`config.mk`:
```
export PLATFORM = sky130hd
export DESIGN_NAME = controlador_memoria
export DESIGN_NICKNAME = d
export VERILOG_FILES = /design/src/rtl/controlador_memoria.sv
export SDC_FILE = /design/constraint.sdc
export NUM_CORES = 1
export LEC_CHECK = 0
export BUFFER_PORTS_ARGS = -buffer_cell sky130_fd_sc_hd__clkbuf_2
export CAP_MARGIN = 40
export CORE_ASPECT_RATIO = 1.75
export CORE_UTILIZATION = 48
export DETAILED_ROUTE_END_ITERATION = 6
export GPL_ROUTABILITY_DRIVEN = 0
export PLACE_DENSITY = 0.74
export SLEW_MARGIN = 15
export SYNTH_ARGS = -nofsm -noshare
export SYNTH_HDL_FRONTEND = slang
export SYNTH_SLANG_ARGS = --single-unit
```
`constraint.sdc`:
```
create_clock -name clock -period 3.3 [get_ports clock]
set_input_delay 0.495 -clock clock [delete_from_list [all_inputs] [get_ports clock]]
set_output_delay 0.495 -clock clock [all_outputs]
set_load 0.1 [all_outputs]
```
`src/rtl/controlador_memoria.sv`:
```
// Memory initiator for the nRISC data memory: read, write, block copy and block fill.
// Optional read-back verify of every written byte: define CONTROLADOR_MEMORIA_VERIFY_EN.
module controlador_memoria #(
   parameter int ADDR_W    = 8,
   parameter int DATA_W    = 8,
   parameter int MEM_DEPTH = 128
) (
   input  logic              clock,
   input  logic              reset,
   input  logic              cmd_valid,
   output logic              cmd_ready,
   input  logic [1:0]        cmd_op,
   input  logic [ADDR_W-1:0] cmd_src,
   input  logic [ADDR_W-1:0] cmd_dst,
   input  logic [ADDR_W-1:0] cmd_len,
   input  logic [DATA_W-1:0] cmd_data,
   output logic              rsp_valid,
   output logic [DATA_W-1:0] rsp_data,
   output logic              rsp_err,
   output logic              busy,
   output logic [ADDR_W-1:0] Endereco,
   output logic [DATA_W-1:0] DadoEscr,
   output logic              EscMem,
   output logic              LerMem,
   input  logic [DATA_W-1:0] DadoLido
);

   localparam int AW1 = ADDR_W + 1;
   localparam logic [AW1-1:0] DEPTH = AW1'(MEM_DEPTH);

   localparam logic [1:0] OP_READ  = 2'b00;
   localparam logic [1:0] OP_WRITE = 2'b01;
   localparam logic [1:0] OP_COPY  = 2'b10;
   localparam logic [1:0] OP_FILL  = 2'b11;

   typedef enum logic [2:0] {
      S_IDLE,
      S_RD,
      S_RD_WAIT,
      S_WR,
      S_ERR,
      S_DONE
`ifdef CONTROLADOR_MEMORIA_VERIFY_EN
      ,
      S_VRD,
      S_VRD_WAIT
`endif
   } state_t;

   state_t            state_q, state_d;
   logic [1:0]        op_q, op_d;
   logic [ADDR_W-1:0] src_q, src_d;
   logic [ADDR_W-1:0] dst_q, dst_d;
   logic [AW1-1:0]    len_q, len_d;
   logic [AW1-1:0]    cnt_q, cnt_d;
   logic [DATA_W-1:0] data_q, data_d;
   logic [DATA_W-1:0] hold_q, hold_d;
   logic [DATA_W-1:0] rsp_data_q, rsp_data_d;
   logic              rsp_err_q, rsp_err_d;

   logic [AW1-1:0]    c_src, c_dst, c_len;
   logic              cmd_ok;
   logic [ADDR_W-1:0] rd_addr, wr_addr;
   logic [DATA_W-1:0] wbyte;
   logic              last_byte;
   logic              advance;

   assign c_src = {1'b0, cmd_src};
   assign c_dst = {1'b0, cmd_dst};
   assign c_len = {1'b0, cmd_len};

   always_comb begin
      cmd_ok = 1'b0;
      case (cmd_op)
         OP_READ:  cmd_ok = (c_src < DEPTH);
         OP_WRITE: cmd_ok = (c_dst < DEPTH);
         OP_COPY:  cmd_ok = ((c_src + c_len) <= DEPTH) && ((c_dst + c_len) <= DEPTH);
         default:  cmd_ok = ((c_dst + c_len) <= DEPTH);
      endcase
   end

   // Range check at acceptance guarantees these offsets never exceed ADDR_W bits.
   assign rd_addr   = src_q + cnt_q[ADDR_W-1:0];
   assign wr_addr   = dst_q + cnt_q[ADDR_W-1:0];
   assign wbyte     = (op_q == OP_COPY) ? hold_q : data_q;
   assign last_byte = (op_q == OP_WRITE) || ((cnt_q + AW1'(1)) == len_q);

   always_comb begin
      state_d    = state_q;
      op_d       = op_q;
      src_d      = src_q;
      dst_d      = dst_q;
      len_d      = len_q;
      cnt_d      = cnt_q;
      data_d     = data_q;
      hold_d     = hold_q;
      rsp_data_d = rsp_data_q;
      rsp_err_d  = rsp_err_q;
      advance    = 1'b0;

      case (state_q)
         S_IDLE: begin
            if (cmd_valid) begin
               op_d   = cmd_op;
               src_d  = cmd_src;
               dst_d  = cmd_dst;
               len_d  = c_len;
               data_d = cmd_data;
               cnt_d  = '0;
               if (!cmd_ok) begin
                  state_d    = S_ERR;
                  rsp_err_d  = 1'b1;
                  rsp_data_d = '0;
               end else if (cmd_op == OP_READ) begin
                  state_d = S_RD;
               end else if (cmd_op == OP_WRITE) begin
                  state_d = S_WR;
               end else if (c_len == '0) begin
                  state_d    = S_DONE;
                  rsp_err_d  = 1'b0;
                  rsp_data_d = '0;
               end else begin
                  state_d = (cmd_op == OP_COPY) ? S_RD : S_WR;
               end
            end
         end
         S_RD:      state_d = S_RD_WAIT;
         S_RD_WAIT: begin
            if (op_q == OP_READ) begin
               state_d    = S_DONE;
               rsp_data_d = DadoLido;
               rsp_err_d  = 1'b0;
            end else begin
               hold_d  = DadoLido;
               state_d = S_WR;
            end
         end
`ifdef CONTROLADOR_MEMORIA_VERIFY_EN
         S_WR:       state_d = S_VRD;
         S_VRD:      state_d = S_VRD_WAIT;
         S_VRD_WAIT: begin
            if (DadoLido != wbyte) begin
               state_d    = S_DONE;
               rsp_data_d = DadoLido;
               rsp_err_d  = 1'b1;
            end else begin
               advance = 1'b1;
            end
         end
`else
         S_WR:      advance = 1'b1;
`endif
         S_ERR:     state_d = S_IDLE;
         S_DONE:    state_d = S_IDLE;
         default:   state_d = S_IDLE;
      endcase

      // A byte has been written (and verified, if enabled): finish or move to the next one.
      if (advance) begin
         if (last_byte) begin
            state_d    = S_DONE;
            rsp_data_d = wbyte;
            rsp_err_d  = 1'b0;
         end else begin
            cnt_d   = cnt_q + AW1'(1);
            state_d = (op_q == OP_COPY) ? S_RD : S_WR;
         end
      end
   end

   always_ff @(posedge clock) begin
      if (!reset) begin
         state_q    <= S_IDLE;
         op_q       <= '0;
         src_q      <= '0;
         dst_q      <= '0;
         len_q      <= '0;
         cnt_q      <= '0;
         data_q     <= '0;
         hold_q     <= '0;
         rsp_data_q <= '0;
         rsp_err_q  <= 1'b0;
      end else begin
         state_q    <= state_d;
         op_q       <= op_d;
         src_q      <= src_d;
         dst_q      <= dst_d;
         len_q      <= len_d;
         cnt_q      <= cnt_d;
         data_q     <= data_d;
         hold_q     <= hold_d;
         rsp_data_q <= rsp_data_d;
         rsp_err_q  <= rsp_err_d;
      end
   end

   assign cmd_ready = (state_q == S_IDLE);
   assign busy      = (state_q != S_IDLE);
   assign rsp_valid = (state_q == S_DONE) || (state_q == S_ERR);
   assign rsp_data  = rsp_data_q;
   assign rsp_err   = rsp_err_q;

   always_comb begin
      Endereco = '0;
      DadoEscr = '0;
      EscMem   = 1'b0;
      LerMem   = 1'b0;
      case (state_q)
         S_RD: begin
            LerMem   = 1'b1;
            Endereco = rd_addr;
         end
         S_WR: begin
            EscMem   = 1'b1;
            Endereco = wr_addr;
            DadoEscr = wbyte;
         end
`ifdef CONTROLADOR_MEMORIA_VERIFY_EN
         S_VRD: begin
            LerMem   = 1'b1;
            Endereco = wr_addr;
         end
`endif
         default: ;
      endcase
   end

endmodule
```
### After elaboration in Yosys (flattened, before gate mapping)

Cells that the tools add are included.
Widths: inputs -> output; s select.

* memories: 0
* latch bits: 0
* logic and storage cells: 82
* memory bits (read-only): 0
* bits in writable memories: 0
* register bits: 63
* input port bits: 45

* shift operators: 0
* div/mod/pow operators: 0
* multiply operators: 0
* reductions and logical operators: 11
* equal/unequal tests: 12
* bitwise gates (word level): 1
* magnitude comparators: 4
* $add $sub $neg: 5
* muxes and demuxes: 39

Operators by type and width (count)
* $mux 8: 10
* $mux 9: 4
* $pmux 8 s2: 2
* $mux 3: 8
* $add 8x8->9: 2
* $le 9x8->1 const B: 2
* $add 8x8->8: 2
* $lt 8x8->1 const B: 2
* $pmux 3 s4: 1
* $mux 1: 10
* $add 9x1->9 const B: 1
* $eq 9x8->1: 1
* $logic_not 9->1: 1
* $eq 3x2->1 const B: 2
* $eq 3x3->1 const B: 2
* $reduce_and 2->1: 3
* $eq 2x1->1 const B: 2
* $eq 2x2->1 const B: 2
* $logic_not 2->1: 2
* $mux 2: 2
* $eq 3x1->1 const B: 1
* $logic_not 3->1: 1
* $ne 3x2->1 const B: 1
* $pmux 1 s3: 1
* other kinds (6): 7

### Logic depth before layout (Yosys ltp)

* depth in word-level cells: 9
* depth in mapped cells: 17

### Least setup slack after synthesis

OpenSTA, ideal clock, no wires.

* kind: register to output
* from: register state_q[0]
* to: output Endereco[2]
* cell stages (with the launch flop): 12
* arrival: 4.293 ns
* data required time: 2.805 ns
* path slack: -1.488 ns
* path through: dfxtp_1 > inv_1 > nor2_1 > nand2_1 > clkinv_1 > nand2_1 > nand2_1 > ha_1 > inv_1 > fa_1 > nor2b_1 > nor3_1

* cells in the longest elaborated chain, start to end: 2

Ends and longest elaborated chain
* start, declared: RTL line 50 `state_t state_q, state_d;`
* start signal, assigned: RTL line 184 `state_q <= state_d;`
* $eq 3x2->1 or $eq 3x1->1 (tied branches): RTL line 208 `case (state_q)`
* $pmux 8 s2 *: RTL line 208
* end, declared: RTL line 21 `output logic [ADDR_W-1:0] Endereco,`

Every way passes the cells marked *; elsewhere a longest branch is shown, timed or not.

### Worst setup path in the final report

* from: register state_q[0]
* to: output Endereco[7]

Same word-level chain as after synthesis.

==> results by group <==
Synth
  – Synth async-reset ratio: 0%
  – EDFF count, synth: 0
  – Post-synthesis cell count: 551
  – Synth warn: 0
  – Post-Syn Nets: just over 600
  – Synth Register Bits: 63
  – Post-Syn Area: 4105 um2
  – Top_reg_cell synth: dfxtp_1
  – Distinct cells, synth: 60
  – Avg Cell Area, Syn: 7.450 um2
  – Sequential fraction of the synthesis area: 30.72%

Critical path
  – Worst Path Buf+Inv: 3
  – CP dominant cell by count: a21o_1
  – CP Data Required Time: 2800 ps
  – CP Max Fanout: 5
  – Worst R2R Setup Slack: 270 ps
  – Crit Path Class: flop to primary output
  – Setup crit end kind: primary output
  – Slowest stage delay, CP: 340 ps
  – Crit-path cells: inv_2 > nor2_4 > nand2_4 > clkinv_8 > nand2_1 > nand2_1 > ha_1 > a21o_1 > a21o_1 > a21o_1 > a21oi_2 > o21ai_1 > xnor2_1 > nor2_4 > buf_12
  – Critical Path AT: between 2000 and 3000 ps
  – Worst r2r src: cnt_q[0]$_SDFF_PN0_
  – Startpoint types: flop
  – CP top delay family: compound AO/OA/AOI/OAI gates
  – Crit path launch: state_q[0]$_SDFFE_PN0P_
  – Slowest stage cell, crit path: dfxtp_4

Pwr
  – P_leak: about 2.1 nW
  – VDD IR max: 0.0002876 V
  – PD cells: between 400 and 500 nW/um2

GRT
  – GRT overflow: 0
  – Initial antenna violation count: 0
  – Vias in the first global route: 4169
  – Gr usage total: between 20% and 30%
  – First-pass GRT wire length: about 20000 um
  – Pin count of the biggest net entering global routing: 62

Floorplanning
  – Area of the core: 8313 um2
  – Die height: 124.3 um
  – Die Wd: just over 70 um
  – I/O pin count: 75
  – Die area: 8940 um2
  – Initial core utilization: between 40% and 50%
  – Rows: 44

STA
  – Fmax: around 310 MHz
  – Fin. Hold Viols: 0
  – Unrepaired setup endpoints after global routing: no
  – Tmin final: 3194 ps
  – Setup violations, final: 0
  – Max_slew headroom: 48.61%
  – Final period util: 96.80%
  – Slew @ Worst Pin: 770.9 ps
  – Fin Setup TNS: 0 ps
  – Final setup skew: between 7 and 8 ps
  – Max-slew violation count: 0

Run
  – Maxcap violations: 0

Routing
  – Antenna-violating nets left: 0
  – Via density: 5.689
  – Post-route DRC violation count: 0
  – Detailed Route WL: 11690 um
  – Initial DRC count: 211
  – Total number of vias: 4244
  – DRT Pass-1 Iters: 4
  – Routed len/inst: about 16 um

Finish
  – Filler Cell Count: between 700 and 800
  – Fin nets: 698
  – Area growth syn-to-layout: 24.38%
  – Layout cells sized above 1: between 20% and 30%
  – Non-Filler Instances: 746
  – Post-route cell area: 5106 um2
  – Ant diodes: 0

CTS
  – Clock Tree Root: clkbuf_16
  – Worst-skew pair later-pin latency: 330 ps
  – H-tree levels: 3
  – Num CTS Buffers: 9
  – CTS tree: done
  – Hold-fix buffers at CTS: 0
  – Sink Count: 63
  – Max Root-Sink Buffers: 2
  – Reg clk slew, reported paths: 60 ps

Status
  – Run status: finished clean

Worst hold path
  – Worst min path class: input pin to flop
  – Source of the worst hold timing path: cmd_data[1]

Placement
  – Post-DP Area: 4750 um2
  – DP HPWL: 8965 um
  – DP Cell Count: slightly above 700
  – IO Port Bufs: 74
## per-stage QoR
stage | power [mW] | utilization (%) | setup slack (ps) | hold slack, ps
finish | 2.337 | 61.42 | 105.5 | 378.1
global route | 2.438 | 61.42 | 2.193 | 394.4
CTS | 2.345 | 61.08 | 22.95 | 373.1
detailed placement | 1.458 | 57.13 | 36.01 | 447.5
global placement | 1.443 | 57.00 | 166.8 | 441.9
floorplan | 1.300 | - | 40.66 | 435.7
## routing by layer
metal  vias up  part of all wire [%]  routed length [um]  track usage (%)
met3        36                   4.9                 572            4.126
met5         -                     0                   0                0
li1       2071                     -                   -                -
met1      1993                    38                4491            30.92
met4         0                   4.2                 495            14.76
met2       144                    52                6128            48.89
## final timing paths
path              depth (start not counted)                      end
hold reg to reg                           2   hold_q[7]$_SDFFE_PN0P_
setup / recovery                         15              Endereco[7]
setup reg to reg                          9  state_q[1]$_SDFFE_PN0P_
hold / removal                            3   data_q[1]$_SDFFE_PN0P_
## where the power goes
| group | internal (mW) | switching, mW | total, mW |
|---|---|---|---|
| Clock | 0.516 | 0.368 | 0.884 |
| Combinational | 0.191 | 0.412 | 0.603 |
| Sequential | 0.811 | 0.0388 | 0.849 |
## what timing repair did
action                                  4_1_cts  5_1_grt
pin swaps                                     7        7
endpoints found under the setup margin        2        2
buffers inserted                              4        3
gates resized for setup                       7        3
cloned                                        0        0
## Yosys cell counts, drive strengths merged (2+ instances only)
master / n / area, um2
a2111oi: 3 / 45.05
a211oi: 5 / 37.54
a21boi: 2 / 15.01
a21o: 7 / 52.55
a21oi: 62 / 314.1
a221oi: 3 / 32.53
a22oi: 7 / 66.31
a31oi: 6 / 37.54
and2: 7 / 46.30
and3: 2 / 12.51
buf: 2 / 15.01
clkbuf: 22 / 83.83
clkinv: 2 / 7.510
dfxtp: 63 / 1261
fa: 3 / 60.06
ha: 24 / 300.3
inv: 21 / 78.83
mux2i: 12 / 120.1
nand2: 132 / 498.0
nand2b: 4 / 25.02
nand3: 3 / 15.01
nand3b: 4 / 30.03
nand4b: 2 / 17.52
nor2: 38 / 150.1
nor2b: 6 / 37.54
nor3: 17 / 85.08
nor3b: 4 / 30.03
nor4: 6 / 37.54
o211ai: 5 / 37.54
o21a: 3 / 23.77
o21ai: 34 / 173.9
o22ai: 2 / 12.51
or2: 2 / 12.52
or3: 2 / 12.51
xnor2: 13 / 113.9
xor2: 9 / 78.83
## final cells by class
class                           count  area [um2]  area share, %
Clock inverter                      7       57.56          1.127
Sequential cell                    63        1269          24.85
Timing Repair Buffer               88       575.6          11.27
Clock buffer                        9       225.2          4.411
Multi-Input combinational cell    441        2736          53.59
Tap cell                          115       143.9          2.818
Inverter                           23       98.84          1.936
## cells by family after synthesis
family,Yosys count,share of synthesized area [%]
XOR/XNOR,22,4.694
AND/OR/NAND/NOR,233,25.48
AO/OA/AOI/OAI,147,22.89
buffers and inverters,47,4.511
multiplexers,12,2.926
adder cells (fa/ha/maj),27,8.778
flip-flops,63,30.72
## placed cells by master, fill, tap and decap left out, drive strengths merged, types with 9 or more instances in the layout
cell	count
dfxtp	63
xnor2	13
nand2	132
clkbuf	76
nor2	38
o21ai	34
mux2i	12
inv	23
a21oi	62
ha	24
nor3	17
xor2	9
buf	20
## worst reg2reg max path: stages (launching register included)
cell and delay (ps):
dfxtp_1 470, ha_1 380, nand3_1 300, nor2_1 260, xnor2_1 190, o2111ai_1 330, o2bb2ai_4 390, nor2_4 130
a211oi_1 340, a21oi_1 110
## registers in the layout, summed over array words and instances, names as in the netlist
name and count:
op_q 2, src_q 8, hold_q 8, dst_q 8, state_q 3, rsp_data 8
rsp_err 1, len_q 8, cnt_q 9, data_q 8
Note: power is estimated with default switching activity, not from simulation.
